File: config.mk
export PLATFORM = sky130hd
export DESIGN_NAME = keypad_scan_fifo
export DESIGN_NICKNAME = d
export VERILOG_FILES = /design/src/rtl/keypad_scan_fifo.sv
export SDC_FILE = /design/constraint.sdc
export NUM_CORES = 1
export LEC_CHECK = 0
export BUFFER_PORTS_ARGS = -buffer_cell sky130_fd_sc_hd__buf_4
export CAP_MARGIN = 20
export CORE_MARGIN = 1
export CORE_UTILIZATION = 35
export CTS_BUF_LIST = sky130_fd_sc_hd__clkbuf_4 sky130_fd_sc_hd__clkbuf_8 sky130_fd_sc_hd__clkbuf_16
export DETAILED_ROUTE_END_ITERATION = 7
export PLACE_DENSITY_LB_ADDON = 0.1
export SLEW_MARGIN = 15
export SYNTH_ARGS = -nofsm -noshare
export SYNTH_HDL_FRONTEND = slang
export SYNTH_SLANG_ARGS = --single-unit
File: constraint.sdc
create_clock -name clk -period 4.1 [get_ports clk]
set_clock_uncertainty 0.15 [all_clocks]
set_input_delay 0.615 -clock clk [delete_from_list [all_inputs] [get_ports clk]]
set_output_delay 0.615 -clock clk [all_outputs]
set_load 0.02 [all_outputs]
File: src/rtl/keypad_scan_fifo.sv
// Matrix keypad scanner with per-key debounce and a press/release event FIFO.
// Columns are driven one-hot; each key is debounced on its column's sample cycle.
module keypad_scan_fifo #(
    parameter int N_COLS     = 4,
    parameter int N_ROWS     = 4,
    parameter int SCAN_DIV   = 1000,
    parameter int DEBOUNCE   = 3,
    parameter int FIFO_DEPTH = 4,
    localparam int CW        = $clog2(N_COLS),
    localparam int RW        = $clog2(N_ROWS)
) (
    input  logic              clk,
    input  logic              reset,
    input  logic              enable,
    input  logic [N_ROWS-1:0] filas,
    output logic [N_COLS-1:0] columnas,
    output logic              key_valid,
    input  logic              key_ready,
    output logic [CW+RW-1:0]  key_code,
    output logic              key_pressed,
    output logic              overflow
);

    localparam int DW = $clog2(SCAN_DIV);
    localparam int NK = N_COLS * N_ROWS;
    localparam int KW = $clog2(NK);
    localparam int BW = $clog2(DEBOUNCE + 1);
    localparam int AW = $clog2(FIFO_DEPTH);
    localparam int EW = CW + RW + 1;

    logic [N_ROWS-1:0] sync1, sync2;
    logic              running;
    logic [CW-1:0]     col;
    logic [DW-1:0]     dwell;
    logic              sample;

    logic              db  [NK];
    logic [BW-1:0]     cnt [NK];
    logic [KW-1:0]     kidx    [N_ROWS];
    logic [BW-1:0]     nxt_cnt [N_ROWS];
    logic              ev;
    logic              ev_state;
    logic [RW-1:0]     win;

    logic [EW-1:0]     mem [FIFO_DEPTH];
    logic [AW:0]       wp, rp;
    logic              empty, full, pop, push;

    assign sample = running && (dwell == DW'(SCAN_DIV - 1));

    // two-flop synchroniser for the asynchronous row inputs
    always_ff @(posedge clk) begin
        if (reset) begin
            sync1 <= '0;
            sync2 <= '0;
        end else begin
            sync1 <= filas;
            sync2 <= sync1;
        end
    end

    // column scan: dwell counter and column index, restarted whenever enable drops
    always_ff @(posedge clk) begin
        if (reset || !enable) begin
            running <= 1'b0;
            col     <= '0;
            dwell   <= '0;
        end else begin
            running <= 1'b1;
            if (running) begin
                if (sample) begin
                    dwell <= '0;
                    col   <= (col == CW'(N_COLS - 1)) ? '0 : col + 1'b1;
                end else begin
                    dwell <= dwell + 1'b1;
                end
            end
        end
    end

    assign columnas = running ? ({{(N_COLS-1){1'b0}}, 1'b1} << col) : '0;

    // next debounce counts for the current column and lowest-row winner
    always_comb begin
        ev       = 1'b0;
        ev_state = 1'b0;
        win      = '0;
        for (int r = 0; r < N_ROWS; r++) begin
            kidx[r] = KW'(int'(col) * N_ROWS + r);
            if (sync2[r] == db[kidx[r]])
                nxt_cnt[r] = '0;
            else if (cnt[kidx[r]] == BW'(DEBOUNCE))
                nxt_cnt[r] = cnt[kidx[r]];
            else
                nxt_cnt[r] = cnt[kidx[r]] + 1'b1;
        end
        for (int r = N_ROWS - 1; r >= 0; r--) begin
            if (nxt_cnt[r] == BW'(DEBOUNCE)) begin
                ev       = 1'b1;
                win      = RW'(r);
                ev_state = ~db[kidx[r]];
            end
        end
    end

    // per-key debounce state, updated only for the column being sampled
    always_ff @(posedge clk) begin
        if (reset) begin
            for (int k = 0; k < NK; k++) begin
                db[k]  <= 1'b0;
                cnt[k] <= '0;
            end
        end else if (sample) begin
            for (int r = 0; r < N_ROWS; r++) begin
                if (ev && win == RW'(r)) begin
                    db[kidx[r]]  <= ~db[kidx[r]];
                    cnt[kidx[r]] <= '0;
                end else begin
                    cnt[kidx[r]] <= nxt_cnt[r];
                end
            end
        end
    end

    assign empty = (wp == rp);
    assign full  = (wp[AW] != rp[AW]) && (wp[AW-1:0] == rp[AW-1:0]);
    assign pop   = key_valid && key_ready;
    assign push  = sample && ev && (!full || pop);

    // FIFO pointers and sticky overflow; a pop frees the slot for a same-cycle push
    always_ff @(posedge clk) begin
        if (reset) begin
            wp       <= '0;
            rp       <= '0;
            overflow <= 1'b0;
        end else begin
            if (push)
                wp <= wp + 1'b1;
            if (pop)
                rp <= rp + 1'b1;
            if (sample && ev && full && !pop)
                overflow <= 1'b1;
        end
    end

    // FIFO storage, written at the tail on an accepted event
    always_ff @(posedge clk) begin
        if (push)
            mem[wp[AW-1:0]] <= {col, win, ev_state};
    end

    assign key_valid   = !empty;
    assign key_code    = key_valid ? mem[rp[AW-1:0]][EW-1:1] : '0;
    assign key_pressed = key_valid ? mem[rp[AW-1:0]][0] : 1'b0;

endmodule

==> impl_metrics.ini <==
[worst_setup_path]
critPathSlowestCell = dfxtp_1
required_ps = 4150
arrival_ps = 3490
cp_cell_sequence = buf_4 -> mux4_2 -> a22oi_1 -> nand4_1 -> nor3_1 -> o21bai_1 -> nor2_1
critPathLaunchType = register
cpLargestDelayFamily = simple AND/OR/NAND/NOR gates
reg2reg_to = db[11]$_SDFFCE_PN0P_
timing.rr.start = col[0]$_SDFFE_PN0P_
crit_fanout = 10
worst-path-buf-inv = 1
path_class = register to register
reg2reg_depth = 7
cp-end-kind = register
cp_slowest_stage_delay_ps = 640
r2r_setup_slack_ps = 650

[layout]
syn_to_final_growth_pct = 13.4
layout-drive-gt1-share_pct = 15.2
final_core_util_pct = 40.7
final_cell_mix = edfxtp_1, nor2_1, dfxtp_1
fill_cells = 1245
final_common_cell = edfxtp_1
diodes = 0
seqCellArea_um2 = 2680
final_nets = 415
multiInputGateArea_um2 = 1770

[die]
die_x_um = 116
ios = 19
rows = 41
core_area_um2 = 12600
start_util_pct = 35.9
die_h_um = 116
dieArea_um2 = 13400

[power]
p_clk_share_pct = 39.1
p_leak_uw = 0.00176
p_sw_uw = 424
power.total_uw = 1970
swShare_pct = 21.5
p_comb_share_pct = 4.4
p_int_uw = 1550
powerDensity_nw_per_um2 = 383
seqPwrFrac_pct = 56.5
ir_drop_uv = 208

[clock_network]
clkTransAtPathRegs_ps = 70
ctsResizeCount = 0
cts-root-buf = clkbuf_16
cts_made_buffers = 9
cts_buffer_depth = 2
htree_levels = 3
cts_tree = done
ctsHoldBuffers = 0
cts_sinks = 100
worstSkewPairLatency_ps = 340
cts_setup_buffers = 0

[worst_hold_path]
whs_path_depth = 1
min_from = sync1[3]$_SDFF_PP0_
min_to = sync2[3]$_SDFF_PP0_
hold_class = register to register

[logic_synthesis]
synth-async-reset-ratio_pct = 0
synth_nets = 391
postSynthAreaPerCell_um2 = 12.2
synth_ff_type = edfxtp_1
netlist_area_um2 = 4530
synth_seq_area_share_pct = 59.2
synth_cells = 373
synth_edf_count = 68
synth_cell_types = 37
yosysWarnings = 0
ys_ff_latch = 100

[grt]
antenna_found_initial = 0
gr-total-overflow = 0
grt_pass1_vias = 2897
grt_max_degree = 40
grt_usage_pct = 16.0
grt_pass1_wl_um = 15600

[route]
vias = 2826
initialDrtViolationCount = 172
via_per_inst = 4.92
route.detailed.drc = 0
drt-total-wl_um = 9740
avgRoutedWirePerCell_um = 17.0
antenna_left = 0
firstDrtPassIters = 4

[job]
max_cap_violations = 0

[run_status]
status = complete, no violations

[placed_design]
gp_congestion = 0.807
dpl.hpwl_um = 6870
numPortBuffers = 18

[sta]
finalSetupViolations = 0
tns_ps = 0
drv_slew = 0
period_needed_ps = 3450
fin_crit_sh_pct = 84.0
max_slew.worst_pin.slew_ps = 776
hold_violations = 0
rsz0062_at_grt = false
maxSlewHeadroom_pct = 48.1
max_freq_mhz = 290
state kept, by name (all words and copies together) (netlist names), named ones only:
register  count
sync1         4
cnt          32
db           16
running       1
sync2         4
overflow      1
rp            3
dwell        10
wp            3
mem          20
col           2
per-layer routing:
layer  part of all wire [%]  global-route usage [%]
met5                      0                       0
met3                    3.7                    4.34
met1                     47                    21.3
met4                    1.8                    5.56
met2                     47                    25.3
stage by stage:
| step | area, um2 | cells | hold WS, ps | worst slack [ps] |
|---|---|---|---|---|
| after global routing | 5140 | 574 | 306 | 365 |
| after detailed placement | 4880 | 558 | 276 | 638 |
| after global placement | 4880 | 558 | 270 | 642 |
| after CTS | 5140 | 574 | 292 | 622 |
| final | 5140 | 574 | 285 | 655 |
| after floorplan | 4530 | 373 | 264 | 1240 |
logic make-up after synthesis:
| group | synth area share [%] |
|---|---|
| DFF | 59.2 |
| muxes | 8.67 |
| and+or+nand+nor | 17.2 |
| adders and majority gates | 2.76 |
| xor gates and xnor gates | 3.67 |
| AOI/OAI and AO/OA | 6.71 |
| buffers and inverters | 1.79 |
cells in the mapped netlist, types with 2 or more instances:
library cell	count	area share, %
dfxtp_1	32	14
inv_1	10	0.83
nor3_1	5	0.55
xnor2_1	6	1.2
nand2_1	27	2.2
nor2b_1	15	2.1
nand4_1	4	0.55
or2_2	2	0.28
a211o_1	3	0.58
nand2b_1	9	1.2
and3_1	7	0.97
nor2_1	64	5.3
nand3_1	13	1.4
edfxtp_1	68	45
and2_1	14	1.9
a31o_2	4	0.77
ha_1	10	2.8
o21ai_0	3	0.33
xor2_1	13	2.5
buf_2	2	0.22
a21boi_0	2	0.33
clkbuf_1	7	0.58
o21bai_1	14	2.3
a22oi_1	2	0.33
mux4_2	17	8.4
a21oi_1	7	0.77
a31oi_1	2	0.28
nand3b_1	2	0.33
worst reg2reg max path, stage by stage (launching register included):
cell and delay [ps]:
dfxtp_1 640, buf_4 310, mux4_2 620, a22oi_1 580, nand4_1 370, nor3_1 310
o21bai_1 180, nor2_1 140
power groups by stage:
stage                     combinational (uW)  clock, uW  sequential, uW
final                                   85.8        771            1110
after detailed placement                85.7          0            1140
after global placement                  85.0          0            1140
after floorplan                         61.3          0            1130
after CTS                               86.2        793            1110
after global routing                    94.2        834            1120
cell type report:
type                            count  area share (%)
Inverter                           10           0.730
Multi-Input combinational cell    253            34.4
Tap cell                          172            4.19
Timing Repair Buffer               23            3.36
Sequential cell                   100            52.2
Clock inverter                      6           0.608
Clock buffer                       10            4.53
how the worst max path moves through the flow:
stage               cells past startpoint                 from              endpoint
global placement                        7  col[0]$_SDFFE_PN0P_   db[7]$_SDFFCE_PN0P_
finish                                  7  col[0]$_SDFFE_PN0P_  db[11]$_SDFFCE_PN0P_
floorplan                               6  col[0]$_SDFFE_PN0P_   mem[3][0]$_DFFE_PP_
detailed placement                      7  col[0]$_SDFFE_PN0P_  db[15]$_SDFFCE_PN0P_
global route                            7  col[0]$_SDFFE_PN0P_   db[8]$_SDFFCE_PN0P_
CTS                                     7  col[0]$_SDFFE_PN0P_  db[15]$_SDFFCE_PN0P_
Power figures use the tool's default switching activity.
